<file path="config.mk">
export PLATFORM = sky130hd
export DESIGN_NAME = mc_ctrl
export DESIGN_NICKNAME = d
export VERILOG_FILES = /design/src/rtl/mips_pkg.sv /design/src/rtl/mc_wait_timer.sv /design/src/rtl/mc_ctrl.sv
export SDC_FILE = /design/constraint.sdc
export NUM_CORES = 1
export LEC_CHECK = 0
export ABC_CLOCK_PERIOD_IN_PS = 1850
export CAP_MARGIN = 20
export CORE_MARGIN = 8
export CORE_UTILIZATION = 38
export DETAILED_ROUTE_END_ITERATION = 10
export MAX_ROUTING_LAYER = met4
export PLACE_DENSITY = 0.88
export SYNTH_ARGS = -nofsm -noshare
export SYNTH_HDL_FRONTEND = slang
export SYNTH_SLANG_ARGS = --single-unit
</file>
<file path="constraint.sdc">
create_clock -name clk -period 1.85 [get_ports clk]
set_input_delay 0.2775 -clock clk [delete_from_list [all_inputs] [get_ports clk]]
set_output_delay 0.2775 -clock clk [all_outputs]
set_load 0.005 [all_outputs]
</file>
<file path="src/rtl/mips_pkg.sv">
// Shared encodings for the multi-cycle MIPS subset: op codes, control FSM
// states and datapath mux select values.
package mips_pkg;

  typedef enum logic [2:0] {
    op_addu = 3'd0,
    op_subu = 3'd1,
    op_ori  = 3'd2,
    op_lw   = 3'd3,
    op_sw   = 3'd4,
    op_beq  = 3'd5,
    op_jal  = 3'd6,
    op_und  = 3'd7
  } op_e;

  typedef enum logic [2:0] {
    ST_IF   = 3'd0,
    ST_ID   = 3'd1,
    ST_EX   = 3'd2,
    ST_MEM  = 3'd3,
    ST_WB   = 3'd4,
    ST_TRAP = 3'd5
  } state_e;

  localparam logic [1:0] PC_SRC_SEQ = 2'd0;
  localparam logic [1:0] PC_SRC_BR  = 2'd1;
  localparam logic [1:0] PC_SRC_JMP = 2'd2;

  localparam logic [1:0] REG_DST_RT = 2'd0;
  localparam logic [1:0] REG_DST_RD = 2'd1;
  localparam logic [1:0] REG_DST_RA = 2'd2;

  localparam logic [1:0] WD_ALU = 2'd0;
  localparam logic [1:0] WD_MEM = 2'd1;
  localparam logic [1:0] WD_PC  = 2'd2;

  localparam logic [1:0] ALU_ADD = 2'd0;
  localparam logic [1:0] ALU_SUB = 2'd1;
  localparam logic [1:0] ALU_OR  = 2'd2;

endpackage

</file>
<file path="src/rtl/mc_wait_timer.sv">
// Memory handshake watchdog: expired fires on the WAIT_LIMIT-th consecutive
// waiting cycle. WAIT_LIMIT=0 removes the counter entirely.
module mc_wait_timer #(
  parameter int CNT_W      = 32,
  parameter int WAIT_LIMIT = 0
) (
  input  logic clk,
  input  logic reset,
  input  logic req,
  input  logic ready,
  input  logic clear,
  output logic expired
);

  generate
    if (WAIT_LIMIT > 0) begin : g_timer
      localparam logic [CNT_W-1:0] LAST = CNT_W'(WAIT_LIMIT - 1);
      logic [CNT_W-1:0] r_cnt;

      // Count waiting cycles; any state change or ready restarts the count.
      always_ff @(posedge clk) begin
        if (reset) begin
          r_cnt <= {CNT_W{1'b0}};
        end else if (clear || ready) begin
          r_cnt <= {CNT_W{1'b0}};
        end else if (req) begin
          r_cnt <= r_cnt + {{(CNT_W-1){1'b0}}, 1'b1};
        end else begin
          r_cnt <= r_cnt;
        end
      end

      assign expired = req && !ready && (r_cnt == LAST);
    end else begin : g_no_timer
      logic w_unused;
      assign w_unused = ^{clk, reset, req, ready, clear};
      assign expired  = 1'b0;
    end
  endgenerate

endmodule

</file>
<file path="src/rtl/mc_ctrl.sv">
// Multi-cycle control FSM for the 7-op MIPS subset. Define MC_CTRL_PERF_EN
// to add cycle_cnt / instret_cnt performance counters.
module mc_ctrl
  import mips_pkg::*;
#(
  parameter int CNT_W      = 32,
  parameter int WAIT_LIMIT = 0
) (
  input  logic       clk,
  input  logic       reset,
  input  logic [2:0] op,
  input  logic       zero,
  input  logic       imem_ready,
  input  logic       dmem_ready,
  output logic       imem_req,
  output logic       ir_we,
  output logic       pc_we,
  output logic [1:0] pc_src,
  output logic       reg_we,
  output logic [1:0] reg_dst,
  output logic [1:0] wd_src,
  output logic       alu_src,
  output logic       ext_op,
  output logic [1:0] alu_ctl,
  output logic       dmem_req,
  output logic       dmem_we,
  output logic       trap,
  output logic [2:0] state
`ifdef MC_CTRL_PERF_EN
  ,
  output logic [CNT_W-1:0] cycle_cnt,
  output logic [CNT_W-1:0] instret_cnt
`endif
);

  state_e r_state;
  state_e w_next;
  op_e    r_op_q;
  logic   w_req;
  logic   w_ready;
  logic   w_expired;

  // Timer inputs come from the state register so they do not loop through w_next.
  assign w_req   = !reset && ((r_state == ST_IF) || (r_state == ST_MEM));
  assign w_ready = (r_state == ST_IF) ? imem_ready : dmem_ready;

  mc_wait_timer #(
    .CNT_W      (CNT_W),
    .WAIT_LIMIT (WAIT_LIMIT)
  ) u_wait_timer (
    .clk     (clk),
    .reset   (reset),
    .req     (w_req),
    .ready   (w_ready),
    .clear   (w_next != r_state),
    .expired (w_expired)
  );

  // State and latched op register.
  always_ff @(posedge clk) begin
    if (reset) begin
      r_state <= ST_IF;
      r_op_q  <= op_und;
    end else begin
      r_state <= w_next;
      if (r_state == ST_ID) begin
        r_op_q <= op_e'(op);
      end else begin
        r_op_q <= r_op_q;
      end
    end
  end

  // Next-state and strobe decode; reset silences every output.
  always_comb begin
    w_next   = r_state;
    imem_req = 1'b0;
    ir_we    = 1'b0;
    pc_we    = 1'b0;
    pc_src   = PC_SRC_SEQ;
    reg_we   = 1'b0;
    reg_dst  = REG_DST_RT;
    wd_src   = WD_ALU;
    alu_src  = 1'b0;
    ext_op   = 1'b0;
    alu_ctl  = ALU_ADD;
    dmem_req = 1'b0;
    dmem_we  = 1'b0;
    trap     = 1'b0;
    state    = 3'd0;
    if (reset) begin
      w_next = ST_IF;
    end else begin
      state = r_state;
      case (r_state)
        ST_IF: begin
          imem_req = 1'b1;
          if (imem_ready) begin
            ir_we  = 1'b1;
            pc_we  = 1'b1;
            w_next = ST_ID;
          end else if (w_expired) begin
            w_next = ST_TRAP;
          end else begin
            w_next = ST_IF;
          end
        end
        ST_ID: w_next = (op_e'(op) == op_und) ? ST_TRAP : ST_EX;
        ST_EX: begin
          case (r_op_q)
            op_addu: begin alu_ctl = ALU_ADD; w_next = ST_WB; end
            op_subu: begin alu_ctl = ALU_SUB; w_next = ST_WB; end
            op_ori: begin
              alu_ctl = ALU_OR;
              alu_src = 1'b1;
              w_next  = ST_WB;
            end
            op_lw, op_sw: begin
              alu_ctl = ALU_ADD;
              alu_src = 1'b1;
              ext_op  = 1'b1;
              w_next  = ST_MEM;
            end
            op_beq: begin
              alu_ctl = ALU_SUB;
              pc_we   = zero;
              pc_src  = PC_SRC_BR;
              w_next  = ST_IF;
            end
            op_jal: begin
              pc_we   = 1'b1;
              pc_src  = PC_SRC_JMP;
              reg_we  = 1'b1;
              reg_dst = REG_DST_RA;
              wd_src  = WD_PC;
              w_next  = ST_IF;
            end
            default: w_next = ST_TRAP;
          endcase
        end
        ST_MEM: begin
          dmem_req = 1'b1;
          dmem_we  = (r_op_q == op_sw);
          if (dmem_ready) begin
            w_next = (r_op_q == op_sw) ? ST_IF : ST_WB;
          end else if (w_expired) begin
            w_next = ST_TRAP;
          end else begin
            w_next = ST_MEM;
          end
        end
        ST_WB: begin
          reg_we = 1'b1;
          if (r_op_q == op_lw) begin
            wd_src = WD_MEM;
          end else if ((r_op_q == op_addu) || (r_op_q == op_subu)) begin
            reg_dst = REG_DST_RD;
          end else begin
            reg_dst = REG_DST_RT;
          end
          w_next = ST_IF;
        end
        ST_TRAP: begin
          trap   = 1'b1;
          w_next = ST_TRAP;
        end
        default: w_next = ST_IF;
      endcase
    end
  end

`ifdef MC_CTRL_PERF_EN
  // Retirement is the last cycle of an instruction, i.e. leaving for IF.
  always_ff @(posedge clk) begin
    if (reset) begin
      cycle_cnt   <= {CNT_W{1'b0}};
      instret_cnt <= {CNT_W{1'b0}};
    end else begin
      if (r_state != ST_TRAP) begin
        cycle_cnt <= cycle_cnt + {{(CNT_W-1){1'b0}}, 1'b1};
      end else begin
        cycle_cnt <= cycle_cnt;
      end
      if ((r_state != ST_IF) && (w_next == ST_IF)) begin
        instret_cnt <= instret_cnt + {{(CNT_W-1){1'b0}}, 1'b1};
      end else begin
        instret_cnt <= instret_cnt;
      end
    end
  end
`endif

endmodule

</file>
==> impl_metrics.csv <==
group,metric,value,unit
outcome,status,"complete, no violations",
logic_synthesis,synth_top_area_cell,"dfxtp_1",
drt,drt_iter0_markers,15,
worst_hold_path,hp-class,"primary input to register",
finish,nets,124,
grt,antenna_found_initial,0,
clock_network,cts_tree,"done",
logic_synthesis,synth_fp_nets,82,
finish,layout-drive-gt1-share,37.7,%
worst_setup_path,setup.worst_path.start_class,"register",
power,p_comb_share,47.6,%
finish,n_antenna_cell,0,
logic_synthesis,synth_flop_cell,"dfxtp_1",
floorplan,start_util,41.5,%
drt,post_drt_wl_per_cell,16.5,um
power,p_sw,217,uW
worst_setup_path,r2r_start,"r_state[0]",
worst_setup_path,critical_path.max_fanout,4,
logic_synthesis,syn_area,547,um^2
clock_network,htreeDepth,1,
logic_synthesis,yosys-top-cells-count,"nor2_1, dfxtp_1, nand2_1, nor2b_1",
sta,fin_skew,0.00364,ns
sta,worst_pin_slew,0.385,ns
floorplan,core_region_area,1320,um^2
worst_setup_path,timing.rr.end,"r_op_q[1]",
sta,rsz0062_at_grt,"true",
floorplan,top_level_ports,28,
grt,grt_max_degree,12,
power,powerDensity,569,nW/um^2
placement,port_buffers,27,
drt,via_per_inst,5.43,
worst_setup_path,cp-startpoint,"r_state[2]",
worst_setup_path,crit_type,"register to output port",
placement,place_area,895,um^2
logic_synthesis,async_reset_ff_share,0,%
sta,timing.fmax,0.546,GHz
logic_synthesis,synthCells,74,
worst_setup_path,regToRegSetupSlack,0.47,ns
worst_hold_path,holdCritStartpoint,"reset",
logic_synthesis,ys_warn_count,0,
logic_synthesis,synth.most_common_cell,"nor2_1",
logic_synthesis,ys_seq_area_share,22.0,%
sta,slew_headroom,74.2,%
clock_network,path_clk_slew,0.05,ns
logic_synthesis,synth-edff-count,0,
drt,wl,2120,um
power,pwr-share-clk,22.4,%
floorplan,die_h,53.9,um
finish,finalInstanceArea,1030,um^2
sta,worst_slack,0.0187,ns
logic_synthesis,synthDominantCellAreaShare,22.0,%
drt,vias,701,
power,p_seq_share,30.0,%
placement,pre_cts_slack,-0.498,ns
floorplan,rows,13,
clock_network,clk_latency,0.26,ns
grt,overflow,0,
sta,tns,0,ns
finish,area_growth,89.2,%
sta,finalSetupViolCount,0,
grt,grt_pass1_vias,736,
drt,drc_errors,0,
clock_network,cts_sinks,6,
clock_network,numCtsBuffers,3,
drt,antenna_left,0,
drt,drtPass1Iterations,4,
sta,hold_violations,0,
floorplan,die_w,53.9,um
power,p_sw_share,36.9,%
sta,drv_slew,0,
job,drv_cap,0,
power,p_leak,0.505,nW
power,vdd.ir_drop.worst,479,uV
logic_synthesis,synth_area_leaders,"dfxtp_1, nor2b_1, a211o_1",
placement,globalplace.congestion,0.847,
worst_setup_path,critPathRequiredTime,1.57,ns
sta,fin_crit,1.83,ns
worst_setup_path,endpoint,"alu_ctl[0]",
grt,grt_pass1_wl,3360,um
logic_synthesis,synth_area_per_cell,7.39,um^2
clock_network,cts_buffer_depth,2,
power,power.internal,371,uW
worst_setup_path,ff2ff_path_depth,4,
clock_network,cts_hold_buf,0,
placement,dp_hpwl,1500,um
logic_synthesis,yosys_register_bits,6,
grt,track_usage,15.7,%
worst_setup_path,cp-end-kind,"output port",
finish,fillCellCount,98,
worst_setup_path,cp_data_arrival_time,1.55,ns
logic_synthesis,ys_types,31,
sta,fin_crit_sh,99.0,%
floorplan,dieArea,2910,um^2
clock_network,cts_root_buf,"clkbuf_4",
-- stage by stage --
stage / std cells / util [%] / hold slack, ns / total power, mW
3_5_place_dp: 120 / 67.9 / 0.711 / 0.415
4_1_cts: 125 / 73.4 / 0.552 / 0.564
3_3_place_gp: 120 / 67.9 / 0.670 / 0.402
5_1_grt: 129 / 78.5 / 0.579 / 0.619
6_report: 129 / 78.5 / 0.564 / 0.588
2_1_floorplan: 74 / - / 0.395 / 0.300
-- cells in the final DEF, fill, tap and decap left out, types with 2 or more instances in the layout --
cell type        netlist  routed
inv_1                  4       4
dlymetal6s2s_1         0       2
a211o_1                4       4
nand2_1                6       5
nand2b_1               5       4
nor3b_2                1       2
clkdlybuf4s50_1        0      10
nor2_2                 0       2
nor2b_1                6       6
clkbuf_2               0       3
o211ai_1               2       2
dlygate4sd2_1          0      10
dfxtp_2                0       2
dfxtp_4                0       2
clkbuf_4               0       3
nor2_1                 7       4
and3b_1                3       3
buf_4                  2      16
dfxtp_1                6       2
-- area by class of cell --
cell class | instances | area (um^2) | area share [%]
inverter | 4 | 15.0 | 1.45
clock buffer | 3 | 22.5 | 2.18
timing repair buffer | 45 | 400 | 38.7
sequential | 6 | 130 | 12.6
multi-input combinational | 56 | 448 | 43.3
tap | 15 | 18.8 | 1.81
-- per-layer routing --
metal  track usage (%)  share of wire, %  vias to the layer above
met4              7.56               1.2                        0
li1                  -                 -                      341
met3              2.48               6.1                        3
met5                 -                 0                        -
met1              17.1                41                      330
met2              27.0                52                       27
-- registers in the layout, summed over array words and instances, names as in the netlist --
| register | count |
|---|---|
| r_op_q | 3 |
| r_state | 3 |
-- power groups by stage --
stage	registers [mW]	clock network, mW	logic (mW)
global route	0.178	0.136	0.305
CTS	0.176	0.132	0.256
global placement	0.169	0	0.233
finish	0.176	0.132	0.280
floorplan	0.162	0	0.138
detailed placement	0.171	0	0.243
-- critical path: stages (launching register included) --
cell	delay, ns
dfxtp_4	0.37
nor4b_4	0.31
buf_4	0.15
buf_4	0.09
nand2_1	0.06
nor2_1	0.10
clkdlybuf4s15_1	0.23
-- worst min path at each step --
stage | end | slack [ns] | depth (start not counted)
2_1_floorplan | r_op_q[0] | 0.40 | 1
3_3_place_gp | r_state[1] | 0.67 | 3
3_5_place_dp | r_state[1] | 0.71 | 3
4_1_cts | r_op_q[0] | 0.55 | 3
5_1_grt | r_op_q[0] | 0.58 | 3
6_report | r_op_q[0] | 0.56 | 3
-- cell families after synthesis --
logic type / count (synthesis) / synth area share (%)
compound gates: 14 / 19.7
buf+inv: 12 / 10.8
simple gates: 41 / 46.0
flops: 6 / 22.0
xor+xnor: 1 / 1.60
-- what timing repair did --
action / in CTS / in global routing
setup buffers: 2 / 4
pin swaps: 4 / 1
gates resized for setup: 31 / 19
setup endpoints to repair: 17 / 7
Note: power is estimated with default switching activity, not from simulation.
==> edit: new RTL, same flow settings <==
Build with the macro `MC_CTRL_PERF_EN` defined.
--- a/src/rtl/mc_ctrl.sv
+++ b/src/rtl/mc_ctrl.sv
@@ -1,4 +1,6 @@
 // Multi-cycle control FSM for the 7-op MIPS subset. Define MC_CTRL_PERF_EN
 // to add cycle_cnt / instret_cnt performance counters.
+`define MC_CTRL_PERF_EN
+
 module mc_ctrl
   import mips_pkg::*;
Formal check against the unedited RTL (old outputs only; new: cycle_cnt and instret_cnt): equivalent (equiv_simple and equiv_induct, registers matched by name and starting in step).
==> edit against the unedited design <==
- the run now ends with setup timing left
- routed wire length grew to 6.6 times the old value
- sequential share of layout area is 10 points higher
- combinational power increased to 3.5 times the old value
- sequential cell count grew 64
- count of clock-buffer cells in the layout is 7 higher
- power increased to 6.8 times the old value
- hold slack lost 0.19 ns
- critical path depth rose by 4
- first-iteration DRC count rose to 17 times the old value
- setup slack got worse by 0.36 ns
- synthesized area grew to 6.9 times the old value
- die area grew to 4.6 times the old value
- final area rose to 6.0 times the old value
- via count grew to 6.2 times the old value
- critical path type is now reg -> reg
- highest routed layer unchanged
==> edit: results (changes against the unedited design) <==
Routing
  • Metal2 WL: 7060 um (+540%)
  • Met1 wire length: 5537 um (+540%)
  • Vias: 4,345 (+520%)
  • DR WL met3: 880 um (+580%)
  • DRT iter0 DRCs: 252 (+237)

Outcome
  • Status: complete, but fails checks
  • Failing checks: setup timing

Pwr
  • P_leak: 0.002248 uW (+340%)
  • Clk pwr share: 35.3% (+13 points)
  • Sw Share: 28.82% (-8.0 points)
  • Logic pwr share: 25.0% (-23 points)
  • Total power: 3973 uW (+580%)

Place
  • Post-DP Area: 0.005324 mm2 (+500%)
  • Inst Count DP: 716 (+500%)
  • Setup WS pre-CTS: -0.5545 ns (-0.05671 ns)
  • Final RePlAce weighted congestion: 0.9010 (+6.4%)

Critical path
  • Delay-heaviest family, CP: buffers and inverters
  • Crit path DAT: 2.42 ns (+0.87 ns)
  • CP most frequent cell: buf_6
  • Reg2reg path depth: 10 (+6)

Global route
  • First-pass GRT wire length: 21,410 um (+540%)
  • Met3 Use GR: 3.596% (+1.1 points)
  • GR Util met2: 34.11% (+7.1 points)
  • Global Route met1 Usage: 22.49% (+5.4 points)

STA
  • Final Hold Slack: 0.3788 ns (-0.1852 ns)
  • # setup viols final: 42 (+42)
  • Worst-Margin Slew: 0.5015 ns (+0.1166 ns)
  • Final WS setup: -0.3462 ns (-0.3649 ns)
  • Post-Route Skew: 0.01853 ns (+0.01489 ns)

Synthesis
  • Mapped Nets: 463 (+460%)
  • Register bit count reported by yosys: 70 (+64)
  • Synth top area cells: dfxtp_1 37%, xnor2_1 5.1%, nand4_1 4.5%

Final layout
  • Non-CTS buffers: 191 (+320%)
  • Top Registers: cycle_cnt x32, instret_cnt x32
  • Clock-cell share: 3.576% (+1.4 points)
  • Number of non-clock inverters: 10 (+6)
  • #MultiIn Comb: 336 (+500%)
  • Share of cell area taken by multi-input logic gates: 40.75% (-2.5 points)
  • Clkbuf count: 10 (+7)
  • Seq. cell area: 0.001416 mm2 (+990%)

Clock network
  • Latest clock arrival within the worst-skew pair: 0.35 ns (+0.09 ns)
  • # H-tree levels: 3 (+2)
[edit: cell types whose count changed in the layout (fill, tap and decap cells not counted), sizes merged, moves of 19 or more]
cell,unedited run,this run
buf,18,108
dfxtp,6,70
clkdlybuf4s50,10,73
nor2,7,41
a21oi,1,28
nand4,1,27
xnor2,1,22
or4,1,21
o31ai,1,20
[edit: what timing repair did]
action	CTS	global route
buffers inserted	7	10
pin swaps	12	17
cloned	7	1
endpoints found under the setup margin	50	63
resized for setup	101	48
[edit: logic make-up (layout without fill, tap and decap cells)]
| kind of cell | count (synthesis) | after routing | share of synthesized area [%] |
|---|---|---|---|
| AO/OA/AOI/OAI | 71 | 71 | 12.66 |
| flip-flops | 70 | 70 | 37.21 |
| multiplexers | 8 | 8 | 2.359 |
| AND/OR/NAND/NOR | 226 | 226 | 34.49 |
| buffers and inverters | 47 | 217 | 5.880 |
| adder cells (fa/ha/maj) | 2 | 2 | 0.6643 |
| XOR/XNOR | 29 | 29 | 6.744 |
